`config.mk`:
```
export PLATFORM = sky130hd
export DESIGN_NAME = uart_tx_fifo
export DESIGN_NICKNAME = d
export VERILOG_FILES = /design/src/rtl/uart_tx_fifo.sv
export SDC_FILE = /design/constraint.sdc
export NUM_CORES = 1
export LEC_CHECK = 0
export CAP_MARGIN = 20
export CORE_MARGIN = 3
export CORE_UTILIZATION = 52
export CTS_BUF_LIST = sky130_fd_sc_hd__clkbuf_8
export DETAILED_ROUTE_END_ITERATION = 7
export MAX_ROUTING_LAYER = met4
export PLACE_DENSITY = 0.69
export SLEW_MARGIN = 20
export SYNTH_ARGS = -nofsm -noshare
export SYNTH_HDL_FRONTEND = slang
export SYNTH_SLANG_ARGS = --single-unit
```
`constraint.sdc`:
```
create_clock -name clk -period 3.78 [get_ports clk]
set_clock_uncertainty 0.2 [all_clocks]
set_input_delay 0.378 -clock clk [delete_from_list [all_inputs] [get_ports clk]]
set_output_delay 0.378 -clock clk [all_outputs]
set_load 0.05 [all_outputs]
```
`src/rtl/uart_tx_fifo.sv`:
```
// UART transmitter with a transmit FIFO in front of it.
// Words are pushed with a valid/ready handshake, queued, and sent as
// start + DATA_BITS (LSB first) + optional parity + STOP_BITS stop bits.
// The serial line is driven from a flop one cycle behind the FSM state.
module uart_tx_fifo #(
    parameter int CLK_DIV    = 10416,
    parameter int DATA_BITS  = 8,
    parameter int PARITY     = 0,
    parameter int STOP_BITS  = 1,
    parameter int FIFO_DEPTH = 16
) (
    input  logic                          clk,
    input  logic                          reset,
    input  logic [DATA_BITS-1:0]          tx_data,
    input  logic                          tx_valid,
    output logic                          tx_ready,
    output logic                          uart_tx,
    output logic                          busy,
    output logic [$clog2(FIFO_DEPTH):0]   fifo_count
);

    localparam int AW = $clog2(FIFO_DEPTH);
    localparam int CW = AW + 1;
    localparam int IW = $clog2(DATA_BITS);

    typedef enum logic [2:0] {IDLE, START, DATA, PAR, STOP} state_t;

    // FIFO storage and bookkeeping
    logic [DATA_BITS-1:0] mem [FIFO_DEPTH];
    logic [AW-1:0]        wr_ptr;
    logic [AW-1:0]        rd_ptr;
    logic [CW-1:0]        count;
    logic                 push;
    logic                 pop;
    logic                 fifo_empty;

    // Transmit engine
    state_t               state;
    state_t               state_next;
    logic [15:0]          bit_cnt;
    logic [IW-1:0]        bit_idx;
    logic [DATA_BITS-1:0] frame_data;
    logic                 bit_done;
    logic                 par_bit;
    logic                 line_next;
    logic                 idx_clr;
    logic                 idx_inc;

    assign fifo_empty = (count == '0);
    // Ready depends on occupancy only, so a pop in the same cycle never
    // opens a slot early and a full FIFO is never written.
    assign tx_ready   = (count < CW'(FIFO_DEPTH));
    assign push       = tx_valid && tx_ready;
    assign fifo_count = count;
    assign busy       = (state != IDLE) || (count != '0);

    assign bit_done   = (bit_cnt == 16'(CLK_DIV - 1));
    assign par_bit    = (PARITY == 2) ? (^frame_data) : ~(^frame_data);

    // FIFO pointers and occupancy; a simultaneous push and pop leaves the count alone.
    always_ff @(posedge clk) begin
        // NOTE: sequential state uses non-blocking assignments so every flop
        // samples pre-edge values regardless of statement order.
        if (reset) begin
            wr_ptr <= '0;
            rd_ptr <= '0;
            count  <= '0;
        end else begin
            if (push) wr_ptr <= wr_ptr + 1'b1;
            if (pop)  rd_ptr <= rd_ptr + 1'b1;
            case ({push, pop})
                2'b10:   count <= count + 1'b1;
                2'b01:   count <= count - 1'b1;
                default: ;
            endcase
        end
    end

    // FIFO data array write port.
    always_ff @(posedge clk) begin
        // NOTE: the storage array is deliberately not reset; emptiness is
        // tracked by count, so stale entries are never read.
        if (push && !reset) mem[wr_ptr] <= tx_data;
    end

    // Next-state, pop request and line value for the current bit.
    always_comb begin
        // NOTE: every output gets a default first so no path leaves a
        // variable unassigned and no latch is inferred.
        state_next = state;
        pop        = 1'b0;
        idx_clr    = 1'b0;
        idx_inc    = 1'b0;
        line_next  = 1'b1;
        unique case (state)
            IDLE: begin
                if (!fifo_empty) begin
                    pop        = 1'b1;
                    state_next = START;
                end
            end
            START: begin
                line_next = 1'b0;
                if (bit_done) begin
                    idx_clr    = 1'b1;
                    state_next = DATA;
                end
            end
            DATA: begin
                line_next = frame_data[bit_idx];
                if (bit_done) begin
                    if (bit_idx == IW'(DATA_BITS - 1)) begin
                        idx_clr    = 1'b1;
                        state_next = (PARITY != 0) ? PAR : STOP;
                    end else begin
                        idx_inc = 1'b1;
                    end
                end
            end
            PAR: begin
                line_next = par_bit;
                if (bit_done) begin
                    idx_clr    = 1'b1;
                    state_next = STOP;
                end
            end
            STOP: begin
                line_next = 1'b1;
                if (bit_done) begin
                    if (bit_idx == IW'(STOP_BITS - 1)) begin
                        idx_clr = 1'b1;
                        // Chain straight into the next start bit when data is waiting.
                        if (!fifo_empty) begin
                            pop        = 1'b1;
                            state_next = START;
                        end else begin
                            state_next = IDLE;
                        end
                    end else begin
                        idx_inc = 1'b1;
                    end
                end
            end
            default: state_next = IDLE;
        endcase
    end

    // State register, bit timing, head-word capture and the registered line.
    always_ff @(posedge clk) begin
        if (reset) begin
            state      <= IDLE;
            bit_cnt    <= '0;
            bit_idx    <= '0;
            frame_data <= '0;
            uart_tx    <= 1'b1;
        end else begin
            state   <= state_next;
            uart_tx <= line_next;
            if (state == IDLE || bit_done) bit_cnt <= '0;
            else                           bit_cnt <= bit_cnt + 1'b1;
            if (idx_clr)      bit_idx <= '0;
            else if (idx_inc) bit_idx <= bit_idx + 1'b1;
            if (pop) frame_data <= mem[rd_ptr];
        end
    end

endmodule

```
[Word-level counts from Yosys, hierarchy flattened]
Memories as Yosys holds them, arrays and structs flattened. A register that Yosys moved wholly into a read port is not among the register bits.
Cells that the tools add are included.
Word-level totals
  register bits: 36
  RAM bits: 128
  input port bits: 11
  word-level logic and storage cells: 78
  memories: 1
Operators by class
  add/subtract/negate cells: 6
  order comparisons: 2
  equality and inequality tests: 15
  mux-type cells: 30
  bitwise gates (word level): 1
  reductions and logical operators: 16
Memories
  mem: depth 16, bits a word 8, read ports 1, clocked after memory_dff 1, wr ports 1, line 29  | logic [DATA_BITS-1:0] mem [FIFO_DEPTH];
Operators with widths (number)
  2-to-1 mux 3 bit: 7
  adder 16 x 1 -> 16 bit (second input constant): 1
  == test 16 x 14 -> 1 bit (second input constant): 1
  2-to-1 mux 1 bit: 16
  case mux 3 bit (5 select lines): 1
  inequality test 2 bit (second input constant): 7
  case mux 5 bit (2 select lines): 1
  adder 4 x 1 -> 4 bit (second input constant): 2
  parity 8 bit: 1
  AND reduction 7 bit: 1
  == test 3 x 2 -> 1 bit (second input constant): 2
  == test 3 bit (second input constant): 2
  logical NOT 3 bit: 2
  case mux 1 bit (3 select lines): 2
  OR reduction 2 bit: 3
  adder 5 x 1 -> 5 bit (second input constant): 1
  logical NOT 5 bit: 1
  < comparator 5 bit (second input constant): 1
  nonzero test 5 bit: 1
  subtractor 5 x 1 -> 5 bit (second input constant): 1
  < comparator 3 x 4 -> 1 bit (second input constant): 1
  case mux 1 bit (2 select lines): 2
  adder 3 x 1 -> 3 bit (second input constant): 1
  binary-select mux 1 bit (select 3 bit): 1
  other kinds (9): 11

[Logic depth before layout (Yosys ltp)]
  word-level depth: 7
  gate-level depth with buffers: 13
  mapped depth without buffers: 12

[Worst setup path before layout]
No wires, ideal clock.
  path type: register -> register
  start: register count[0] (netlist: fifo_count[0])
  end: register count[4] (netlist: fifo_count[4])
  library setup time: 0.070 ns
  arrival time: 3.118 ns
  required time: 3.510 ns
  path slack: 0.392 ns
  stages on the path, launching flop included: 12
  buffers on the path: 1
  period minus slack after synthesis: 3.388 ns
  path through: dfxtp_1 or4_4 o2111ai_2 o21ai_4 buf_6 ha_1 ha_1 nor2b_1 o21ai_0 a21oi_1 or4_1 a21oi_1
On the way
  cells in the longest elaborated chain, start to end: 7
RTL lines
  from (decl): line 32  | logic [CW-1:0] count;
  from (signal assigned): line 72  | 2'b10: count <= count + 1'b1;
  from (signal assigned): line 73  | 2'b01: count <= count - 1'b1;
  logical NOT 5 bit (*): line 49  | assign fifo_empty = (count == '0);
  2-to-1 mux 1 bit (*): line 97, 133
  2-to-1 mux 1 bit: line 130  | if (bit_idx == IW'(STOP_BITS - 1)) begin
  2-to-1 mux 1 bit: line 129  | if (bit_done) begin
  case mux 1 bit (2 select lines) (*): line 95  | unique case (state)
  named net pop: line 34  | logic pop;
  == test 2 x 1 -> 1 bit or == test 2 bit (tied branches): line 71  | case ({push, pop})
  case mux 5 bit (2 select lines) or nonzero test 2 bit (tied branches)
Mark *: on every way through the listed nets, which the timed path passes. The rest lies on a longest branch.
A chain may end at the register's enable or synchronous reset.

[Final worst setup path]
  start: register bit_cnt[0]
  end: register count[4] (netlist: fifo_count[4])
On the way
  cells in the longest elaborated chain, start to end: 5
RTL lines
  from (decl): line 40  | logic [15:0] bit_cnt;
  from (signal assigned): line 160  | else bit_cnt <= bit_cnt + 1'b1;
  == test 16 x 14 -> 1 bit (*): line 57  | assign bit_done = (bit_cnt == 16'(CLK_DIV - 1));
  2-to-1 mux 1 bit (*): line 129
  case mux 1 bit (2 select lines) (*): line 95
  == test 2 x 1 -> 1 bit or == test 2 bit (tied branches): line 71
  case mux 5 bit (2 select lines) or nonzero test 2 bit (tied branches)
Every way passes the cells marked *; elsewhere a longest branch is shown, timed or not.

==> results.cfg <==
[pwr]
combPwrFrac_pct = 27.8
p_int_mw = 3.37
leakage_nw = 2.62
seqPwrFrac_pct = 45.8
swShare_pct = 30.8
p_total_mw = 4.86
power.share.clock_pct = 26.4
powerDensity_mw_per_mm2 = 614
vdd_drop_max_v = 0.000414
power.switching_mw = 1.50

[floorplanning]
dieArea_mm2 = 0.0151
fp.dieH_um = 123
core_mm2 = 0.0133
die_w_um = 123
fp-row-count = 42
start_util_pct = 53.5
io_pins = 19

[yosys]
synth_cells = 470
synth_xor_area_share_pct = 3.32
ys_ff_latch = 172
synth_compound_area_share_pct = 4.10
synthAdderAreaFrac_pct = 2.57
synth_mux_area_share_pct = 12.3
synth_warnings = 0
synth-seq-area-share_pct = 66.4
synth_cell_types = 39
synth_top_family_by_area = multiplexers
netlist_area_mm2 = 0.00711
syn_nets = 495
avgSynthCellArea_um2 = 15.1
synth-simple-area-share_pct = 9.01

[final_layout]
layout.nets = 524
drive_above_1_share_pct = 17.0
synthToLayoutAreaGrowth_pct = 11.4
n_fill_cell = 1011
diodes = 0

[global_route]
grt.total_usage_pct = 20.0
grt_antenna_before_repair = 0
grt_overflow_total = 0
grt_pass1_wl_mm = 21.6
grt_pass1_vias = 3969
grt_max_degree = 36

[clock_tree]
root_buffer = clkbuf_8
hold_buffers = 0
postCtsSetupRepairBufs = 0
cts_resized = 0
clock_path_buffers = 2
clock_latency_ps = 450
numCtsBuffers = 17
clock-sinks = 172
tritoncts = yes
path_clk_slew_ps = 90
htree_levels = 4

[placed_design]
dp_slack_ps = 503
gp_congestion = 0.830
hpwl_mm = 8.44
numPortBuffers = 18

[worst_setup_path]
critPathKind = flip-flop to flip-flop
cp_max_fo = 5
r2r_slack_ps = 480
cp.arrival_ps = 3480
worst-endpoint-required_ps = 3960
endpoint_kind = flip-flop
crit_path_start_kind = flip-flop

[timing]
slew_violations = 0
finalHoldViolCount = 0
period_share_pct = 87.3
setup_viol = 0
layout_setup_ws_ps = 480
fmax_mhz = 303
finalSetupTns_ps = 0
final.min_clock_period_ps = 3300
grt_setup_unrepaired = false
slew_headroom_pct = 44.5
tightestPinTransition_ps = 830

[route]
drtIter0Drc = 350
postRouteAntennaNets = 0
route.detailed.drc = 0
wl_mm = 13.2
first_pass_iters = 5
wire_per_inst_um = 19.2
vias = 3912
vias_per_cell = 5.69

[outcome]
run_status = complete, no violations

[min_path]
hp-class = flip-flop to flip-flop

[flow_run]
max_cap_violations = 0
-- flip-flops by register name, summed over array words and instances, names as in the netlist --
name,count
rd_ptr,4
uart_tx,1
state,3
bit_idx,3
bit_cnt,16
mem,128
fifo_count,5
frame_data,8
wr_ptr,4
-- synth_stat cells (all sizes together) --
master	instances	share of area [%]
xor2	14	1.7
or3b	1	0.12
a22oi	16	1.7
xnor2	13	1.6
o2111ai	1	0.21
mux4	34	11
nand3	8	0.56
nor3b	2	0.21
a21o	3	0.32
buf	11	0.79
o21ai	5	0.51
and4	4	0.49
or3	1	0.088
a31oi	2	0.18
nand2	24	1.3
nand4	5	0.44
clkbuf	12	0.63
fa	1	0.28
or4	4	0.47
and3	8	0.70
nor2	54	2.8
o31ai	1	0.11
edfxtp	128	54
nor4b	2	0.42
nand2b	3	0.26
inv	16	0.84
dfxtp	44	12
ha	13	2.3
nor3	7	0.49
a21oi	14	0.99
mux2i	11	1.5
o211ai	1	0.11
nor2b	5	0.44
and2	2	0.18
-- through the flow --
step	utilization, %	area (µm²)	hold slack, ps	instances
finish	59.6	7920	265	688
global route	59.6	7920	286	688
CTS	59.6	7920	275	688
detailed placement	56.6	7530	251	656
global placement	56.6	7530	239	656
floorplan	-	7110	226	470
-- layer usage --
layer,GRT usage (%),wire length (µm),up-vias
met3,4.89,535,17
met5,-,0,-
met1,26.6,5960,1969
li1,-,-,1837
met4,6.44,216,0
met2,30.9,6520,89
-- worst paths after layout --
kind | from | to | depth (start not counted)
worst max-delay path | bit_cnt[0] | fifo_count[4] | 12
worst min-delay path | bit_cnt[0] | bit_cnt[0] | 1
worst max register to register | bit_cnt[0] | fifo_count[4] | 12
worst min register to register | bit_cnt[0] | bit_cnt[0] | 1
-- cell type report --
cell class                 instances  area, µm²  area share, %
tap                              176        220           2.78
clock buffer                      17        234           2.95
timing repair buffer              33        293           3.70
sequential                       172       4730           59.7
inverter                          16       60.1          0.758
clock inverter                    15        161           2.04
multi-input combinational        259       2230           28.1
-- critical path: stages, from the launching register on --
cell,delay (ps)
dfxtp_1,380
ha_1,210
and4_1,280
nand4_1,200
o21ai_4,200
ha_1,240
inv_1,100
fa_1,380
nor2b_1,150
o21ai_0,110
and3_1,210
or4_1,390
a21oi_1,160
-- power groups by stage --
stage	sequential, mW	combinational, mW	clock, mW
floorplan	2.30	1.02	0
global placement	2.26	1.34	0
detailed placement	2.27	1.36	0
CTS	2.23	1.37	1.31
global route	2.25	1.49	1.40
finish	2.23	1.35	1.29
-- cells in the final DEF, fill, tap and decap left out, drive strengths merged, types with 14 or more instances in the layout --
cell type / synthesis / final
edfxtp: 128 / 128
nor2: 54 / 54
dfxtp: 44 / 44
mux4: 34 / 34
nand2: 24 / 24
inv: 16 / 24
clkdlybuf4s50: 0 / 18
clkbuf: 12 / 17
a22oi: 16 / 16
buf: 11 / 15
xor2: 14 / 14
a21oi: 14 / 14
-- cell families (layout without fill, tap and decap cells) --
family	Yosys count	in the layout
AOI/OAI and AO/OA	43	43
xor gates and xnor gates	27	27
adders and majority gates	14	14
buffers and inverters	39	81
DFF	172	172
muxes	45	45
and+or+nand+nor	130	130
Power figures use the tool's default switching activity.
